$ cat src/rtl/heart_sprite_render.sv
// ---------------------------------------------------------------------------
// heart_sprite_render
//
// Draws the player heart sprite inside the battle box and owns the heart's
// position and invulnerability state.
//
// Position moves one pixel per frame tick in the requested direction and is
// clamped so the whole sprite stays inside the box.  A 3-stage pixel pipeline
// turns the current (i_x, i_y) into a ROM address and then into a drawn
// pixel:
//   stage 1: region test + ROM address (registered)
//   stage 2: in-region flag delayed to line up with the ROM read data
//   stage 3: transparency / blink gating, colour output (registered)
// While invulnerable the heart blinks in 4-frame phases.
//
// Ports
//   i_clk2        : pixel clock, all state on rising edge
//   i_rst         : asynchronous active-high reset
//   i_x, i_y      : current pixel column / row
//   i_video_on    : active-video flag
//   i_frame_tick  : one-cycle pulse per frame (vertical blanking)
//   i_up/down/left/right : level-sensitive movement requests
//   i_hit         : one-cycle damage pulse
//   o_rom_addr    : sprite ROM address (0..224)
//   i_rom_data    : sprite ROM pixel, valid one cycle after o_rom_addr
//   o_heart_on    : heart pixel to be drawn
//   o_rgb         : heart pixel colour (0 when not drawn)
//   o_heart_x/y   : current top-left heart position
//   o_invuln      : heart is invulnerable
// ---------------------------------------------------------------------------
module heart_sprite_render #(
    parameter int           HEART_W       = 15,
    parameter int           HEART_H       = 15,
    parameter int           BOX_X0        = 220,
    parameter int           BOX_X1        = 420,
    parameter int           BOX_Y0        = 240,
    parameter int           BOX_Y1        = 400,
    parameter int           START_X       = 313,
    parameter int           START_Y       = 313,
    parameter logic [7:0]   TRANSPARENT   = 8'h00,
    parameter int           INVULN_FRAMES = 60
) (
    input  logic        i_clk2,
    input  logic        i_rst,
    input  logic [9:0]  i_x,
    input  logic [9:0]  i_y,
    input  logic        i_video_on,
    input  logic        i_frame_tick,
    input  logic        i_up,
    input  logic        i_down,
    input  logic        i_left,
    input  logic        i_right,
    input  logic        i_hit,
    output logic [9:0]  o_rom_addr,
    input  logic [7:0]  i_rom_data,
    output logic        o_heart_on,
    output logic [7:0]  o_rgb,
    output logic [9:0]  o_heart_x,
    output logic [9:0]  o_heart_y,
    output logic        o_invuln
);

    localparam logic [10:0] X_MIN   = 11'(BOX_X0);
    localparam logic [10:0] X_MAX   = 11'(BOX_X1 - HEART_W + 1);
    localparam logic [10:0] Y_MIN   = 11'(BOX_Y0);
    localparam logic [10:0] Y_MAX   = 11'(BOX_Y1 - HEART_H + 1);
    localparam logic [9:0]  X_START = 10'(START_X);
    localparam logic [9:0]  Y_START = 10'(START_Y);
    localparam logic [6:0]  INV_LD  = 7'(INVULN_FRAMES);

    // Clamp an 11-bit candidate position into [lo, hi].
    function automatic logic [9:0] clamp_pos(input logic [10:0] v,
                                             input logic [10:0] lo,
                                             input logic [10:0] hi);
        logic [10:0] r;
        r = v;
        if (v < lo) r = lo;
        if (v > hi) r = hi;
        return r[9:0];
    endfunction

    logic [9:0]  r_hx;
    logic [9:0]  r_hy;
    logic [6:0]  r_cnt;

    logic [10:0] w_hx_req;
    logic [10:0] w_hy_req;
    logic [9:0]  w_hx_nxt;
    logic [9:0]  w_hy_nxt;

    // Opposing requests cancel because both terms are applied together.
    assign w_hx_req = {1'b0, r_hx} + {10'd0, i_right} - {10'd0, i_left};
    assign w_hy_req = {1'b0, r_hy} + {10'd0, i_down}  - {10'd0, i_up};
    assign w_hx_nxt = clamp_pos(w_hx_req, X_MIN, X_MAX);
    assign w_hy_nxt = clamp_pos(w_hy_req, Y_MIN, Y_MAX);

    always_ff @(posedge i_clk2 or posedge i_rst) begin
        if (i_rst) begin
            r_hx <= X_START;
            r_hy <= Y_START;
        end else if (i_frame_tick) begin
            r_hx <= w_hx_nxt;
            r_hy <= w_hy_nxt;
        end
    end

    // A hit only (re)arms the counter from zero, so a hit that coincides
    // with a frame tick loads the full length without decrementing.
    always_ff @(posedge i_clk2 or posedge i_rst) begin
        if (i_rst) begin
            r_cnt <= 7'd0;
        end else if (i_hit && (r_cnt == 7'd0)) begin
            r_cnt <= INV_LD;
        end else if (i_frame_tick && (r_cnt != 7'd0)) begin
            r_cnt <= r_cnt - 7'd1;
        end
    end

    logic w_visible;
    assign w_visible = (r_cnt == 7'd0) ? 1'b1 : r_cnt[2];

    // ---- stage 1: region test and ROM address ----
    logic [10:0] w_x11;
    logic [10:0] w_y11;
    logic [10:0] w_hx11;
    logic [10:0] w_hy11;
    logic        w_region;
    logic [9:0]  w_dx;
    logic [9:0]  w_dy;
    logic [9:0]  w_addr;

    // 11-bit compare keeps hx+HEART_W from wrapping near the 10-bit limit.
    assign w_x11    = {1'b0, i_x};
    assign w_y11    = {1'b0, i_y};
    assign w_hx11   = {1'b0, r_hx};
    assign w_hy11   = {1'b0, r_hy};
    assign w_region = i_video_on
                   && (w_x11 >= w_hx11) && (w_x11 < w_hx11 + 11'(HEART_W))
                   && (w_y11 >= w_hy11) && (w_y11 < w_hy11 + 11'(HEART_H));
    assign w_dx     = i_x - r_hx;
    assign w_dy     = i_y - r_hy;
    assign w_addr   = w_dy * 10'(HEART_W) + w_dx;

    logic [9:0] r_rom_addr_p1;
    logic       r_region_p1;

    always_ff @(posedge i_clk2 or posedge i_rst) begin
        if (i_rst) begin
            r_rom_addr_p1 <= 10'd0;
            r_region_p1   <= 1'b0;
        end else begin
            r_rom_addr_p1 <= w_region ? w_addr : 10'd0;
            r_region_p1   <= w_region;
        end
    end

    // ---- stage 2: align region flag with ROM read data ----
    logic r_region_p2;

    always_ff @(posedge i_clk2 or posedge i_rst) begin
        if (i_rst) begin
            r_region_p2 <= 1'b0;
        end else begin
            r_region_p2 <= r_region_p1;
        end
    end

    // ---- stage 3: transparency and blink gating ----
    logic       w_draw;
    logic       r_heart_on_p3;
    logic [7:0] r_rgb_p3;

    assign w_draw = r_region_p2 && (i_rom_data != TRANSPARENT) && w_visible;

    always_ff @(posedge i_clk2 or posedge i_rst) begin
        if (i_rst) begin
            r_heart_on_p3 <= 1'b0;
            r_rgb_p3      <= 8'h00;
        end else begin
            r_heart_on_p3 <= w_draw;
            r_rgb_p3      <= w_draw ? i_rom_data : 8'h00;
        end
    end

    assign o_rom_addr = r_rom_addr_p1;
    assign o_heart_on = r_heart_on_p3;
    assign o_rgb      = r_rgb_p3;
    assign o_heart_x  = r_hx;
    assign o_heart_y  = r_hy;
    assign o_invuln   = (r_cnt != 7'd0);

endmodule

$ cat config.mk
export PLATFORM = sky130hd
export DESIGN_NAME = heart_sprite_render
export DESIGN_NICKNAME = d
export VERILOG_FILES = /design/src/rtl/heart_sprite_render.sv
export SDC_FILE = /design/constraint.sdc
export NUM_CORES = 1
export LEC_CHECK = 0
export BUFFER_PORTS_ARGS = -buffer_cell sky130_fd_sc_hd__buf_2
export CAP_MARGIN = 0
export CORE_AREA = 2 2 132 134
export DETAILED_ROUTE_END_ITERATION = 7
export DIE_AREA = 0 0 134 136
export SLEW_MARGIN = 10
export SYNTH_ARGS = -nofsm -noshare
export SYNTH_HDL_FRONTEND = slang
export SYNTH_SLANG_ARGS = --single-unit
$ cat constraint.sdc
create_clock -name i_clk2 -period 5.7 [get_ports i_clk2]
set_input_delay 0.57 -clock i_clk2 [delete_from_list [all_inputs] [get_ports i_clk2]]
set_output_delay 0.57 -clock i_clk2 [all_outputs]
set_load 0.1 [all_outputs]
Word level (Yosys, flattened, before mapping)
Index checks and enable logic that the tools add are counted.

storage, ports and cells
  register bits after elaboration = 48
  input bits = 37
  output and inout bits = 40
  word-level logic and storage cells = 48

operators by class
  $add $sub $neg = 10
  $mul = 1
  magnitude comparators = 8
  multiplexer cells = 9
  reduce and logical (&&, ||, !) cells = 12

operator list
  kind                                                         count
  two-way mux 10 bit                                           5
  adder 10 x 1 -> 11 bit                                       2
  adder 10 x 4 -> 11 bit, second input constant                2
  > comparator 11 x 9 -> 1 bit, second input constant          2
  less-than comparator 10 x 11 -> 1 bit                        2
  less-than comparator 11 x 8 -> 1 bit, second input constant  2
  subtractor 11 x 1 -> 11 bit                                  2
  greater-or-equal comparator 10 bit                           2
  subtractor 10 bit                                            2
  two-way mux 7 bit                                            2
  adder 10 bit                                                 1
  multiplier 10 x 4 -> 10 bit, second input constant           1
  logical AND 1 bit                                            8
  two-way mux 8 bit                                            1
  nonzero test 8 bit                                           1
  logical NOT 7 bit                                            1
  nonzero test 7 bit                                           1
  subtractor 7 x 1 -> 7 bit, second input constant             1
  nonzero test 2 bit                                           1
  two-way mux 1 bit                                            1

Depth between registers and ports, before layout
  depth in word-level cells = 6
  mapped depth = 22
  mapped depth without buffers = 22

Least setup slack after synthesis
No wires, ideal clock.

  kind = flip-flop to flip-flop
  from = register r_hy[1] (netlist: o_heart_y[1])
  to = register r_rom_addr_p1[9] (netlist: o_rom_addr[9])
  library setup time = 0.125 ns
  arrival time = 5.655 ns
  data required time = 5.575 ns
  path slack = -0.080 ns
  cell stages (with the launch flop) = 21
  path buffers = 0
  clock period less this slack = 5.780 ns
  cells stage by stage = dfrtp_1 > inv_1 > fa_1 > a21o_1 > a21oi_1 > xnor2_1 > inv_1 > fa_1 > inv_1 > fa_1 > inv_1 > fa_1 > inv_1 > ha_1 > a21oi_1 > o21bai_1 > a21oi_1 > o21ai_0 > xnor3_1 > xor2_1 > nor2_1

between the ends
  longest elaborated chain between the ends = 4
  elaborated cells on any way between the ends = 9
  those cells by class = add/sub (3); mul (1); order compare (2); mux (1); reduce/logical (2)

ends and longest elaborated chain
  what                                                       line      source
  from (decl)                                                83        logic [9:0] r_hy;
  from (signal assigned)                                     103       r_hy <= w_hy_nxt;
  subtractor 10 bit, or another cell as far along            141       assign w_dy = i_y - r_hy;
  multiplier 10 x 4 -> 10 bit, or another cell as far along  142       assign w_addr = w_dy * 10'(HEART_W) + w_dx;
  adder 10 bit / logical AND 1 bit (equally long branches)   142, 139
  two-way mux 10 bit *                                       152       r_rom_addr_p1 <= w_region ? w_addr : 10'd0;
  to (signal assigned)                                       152
  to (decl)                                                  144       logic [9:0] r_rom_addr_p1;

Mark *: on every way between the ends. The rest lies on a longest branch, timed or not.
A chain may end at the register's enable or synchronous reset.

Worst setup path after layout
  from = register r_hy[0] (netlist: o_heart_y[0])
  to = register r_rom_addr_p1[9] (netlist: o_rom_addr[9])

The elaborated chain is that of the path after synthesis.

==> metrics.txt <==
CTS root buffer=clkbuf_16; fin crit share=92.25%; CTS Buffer Depth=2; Mapped Nets=approximately 780; DR vias=about 4,400; status=complete, no violations; layout cells sized above 1=between 10% and 20%; CTS Buf Count=5; GPL Wtd Cong=0.8161; initial antenna violation count=0; Area Growth Syn to Fin=15.65%; Yosys reg bits=48; fin. max-slew vios=0; RSZ-0062 raised after global routing=no; post-synth top area cell=ha_1; Fin. Hold Viols=0; Least-Margin Pin Slew=between 0.9 and 1 ns; vias in the first global route=roughly 4,500; crit path DAT=5.42 ns; max-cap viol count=0; FP Rows=48; Multi-input gate area=roughly 4000 µm²; clk slew on worst S/H paths=0.07 ns; Final setup viols=0; Filler Cell Count=around 1,700; Distinct cells, synth=66; worst-skew pair later-pin latency=approximately 0.3 ns; Post-Syn Area per Cell=9.162 µm²; Fmax achieved=190.2 MHz; Chip Height=136 µm; register area share after synthesis=21.71%; Synth Flop Type=dfrtp_1; core area=between 15,000 and 20,000 µm²; Final Skew=between 0.007 and 0.008 ns; die area=around 18,000 µm²; WL final=about 12,000 µm; Cells after Synth=610; largest net degree at the start of global routing=just under 50; DRC viols=0; Startpoint Class=register; synth warn=0; clock sinks=48; top cells by count, synth=inv_1 (103), ha_1 (101), xnor2_1 (45); final core occ=between 30% and 40%; leading cell type by number of instances after synthesis=inv_1; initial core utilization=between 30% and 40%; H-tree depth=2; Crit Path Max Fanout=4; Worst EP required=5.86 ns; Total GRT Usage=between 10% and 20%; Sum Neg Setup Slack=0 ns; Area contributors post-synth=ha_1 (23%), dfrtp_1 (17%), fa_1 (10%); IO buf count=76; CTS tree=done; FFs w/ async S/R, synth=100.0%; drt wl/cell=13.49 µm; ANT nets after route=0; CP endpoint kind=register; setup bufs post-CTS=0; CP Class=reg -> reg; worst hold path class=reg -> reg; Initial DRC Count=~150; layout net count=about 860; DR pass1 iterations=4; storage element area=1215 µm²; hold buffer count at cts=0; EDFF count, synth=0; post-layout min period=~5.3 ns; vias per std cell=4.741; # IOs=77; Min Hold Slack=roughly 0.36 ns; Rel. slew slack=a little under two fifths; Synth Cell Area=approximately 5600 µm²; Synth top area share=~23%; first-pass GRT wire length=approximately 22,000 µm; GRT overflow=0; DP Wirelength=roughly 10,000 µm; Die Wd=between 100 and 150 µm
## cells in the final DEF, fill, tap and decap left out, types with 9 or more instances in the layout
cell type,count
inv_1,101
ha_1,101
buf_2,76
xnor2_1,43
dfrtp_1,37
nor2_1,34
a21oi_1,33
fa_1,28
o21ai_0,27
nand2_1,27
xor2_1,11
nand3_1,11
dfstp_2,10
and2_1,9
## cells by family after synthesis
| logic type | count (synthesis) | share of synthesized area [%] |
|---|---|---|
| compound gates | 135 | 16.54 |
| fa+ha+maj | 129 | 32.64 |
| xor+xnor | 57 | 9.178 |
| buf+inv | 109 | 7.455 |
| simple gates | 129 | 11.93 |
| mux | 3 | 0.5373 |
| flops | 48 | 21.71 |
## path summary, 6_finish.rpt
kind                               from       endpoint  slack (ns)  cells after the start
min reg2reg                 r_region_p1    r_region_p2        0.36                      0
max in group asynchronous         i_rst   o_heart_y[1]        4.82                      3
max reg2reg                o_heart_y[0]  o_rom_addr[9]        0.44                     22
min in group asynchronous         i_rst  o_rom_addr[0]        0.43                      3
min                         r_region_p1    r_region_p2        0.36                      0
max                        o_heart_y[0]  o_rom_addr[9]        0.44                     22
## routing by layer
| metal | track usage (%) | vias to the layer above | part of all wire [%] |
|---|---|---|---|
| li1 | - | 2250 | - |
| met1 | 19.70 | 2019 | 50 |
| met2 | 24.42 | 79 | 45 |
| met3 | 2.871 | 9 | 4.3 |
| met4 | 3.191 | 0 | 1.1 |
| met5 | 0 | - | 0 |
## per-stage QoR
step,area (µm²),worst slack (ns),std cells
6_report,6464,0.4416,919
5_1_grt,6461,0.03554,918
4_1_cts,6432,0.3713,918
3_5_place_dp,6260,0.2227,910
3_3_place_gp,6260,0.2508,910
2_1_floorplan,5590,0.07878,610
## critical path, stage by stage, from the launching register on
cell	delay, ns
dfstp_2	0.56
ha_1	0.16
inv_1	0.05
fa_1	0.41
a21o_1	0.20
a21oi_1	0.13
buf_4	0.14
xnor2_1	0.13
inv_1	0.12
fa_1	0.49
inv_1	0.05
fa_1	0.47
inv_1	0.05
fa_1	0.53
inv_1	0.04
ha_1	0.32
a21oi_1	0.21
o21bai_1	0.09
a21oi_1	0.22
o21ai_0	0.15
xnor3_1	0.36
xor2_1	0.17
nor2_1	0.05
## flip-flops by register name (all words and copies together), names as in the netlist
signal / flops
r_region_p1: 1
o_heart_y: 10
r_cnt: 7
o_heart_x: 10
o_rgb: 8
r_region_p2: 1
o_rom_addr: 10
o_heart_on: 1
## final cells by class
cell class | instances | share of cell area [%]
multi-input cells | 453 | 61.63
flip-flops and latches | 48 | 18.80
repair buffers | 81 | 6.465
inverters | 103 | 6.039
well taps | 225 | 4.355
clock buffers | 5 | 1.936
clock inverters | 3 | 0.7356
diodes | 1 | 0.03871
## repair_timing
action                     4_1_cts  5_1_grt
resized for setup                0        5
setup endpoints to repair        0        1
hold endpoints to repair         0        0
Power is left out: the tool's default activity adds up to more than one toggle a clock period on the data nets, which glitch-free logic cannot reach.
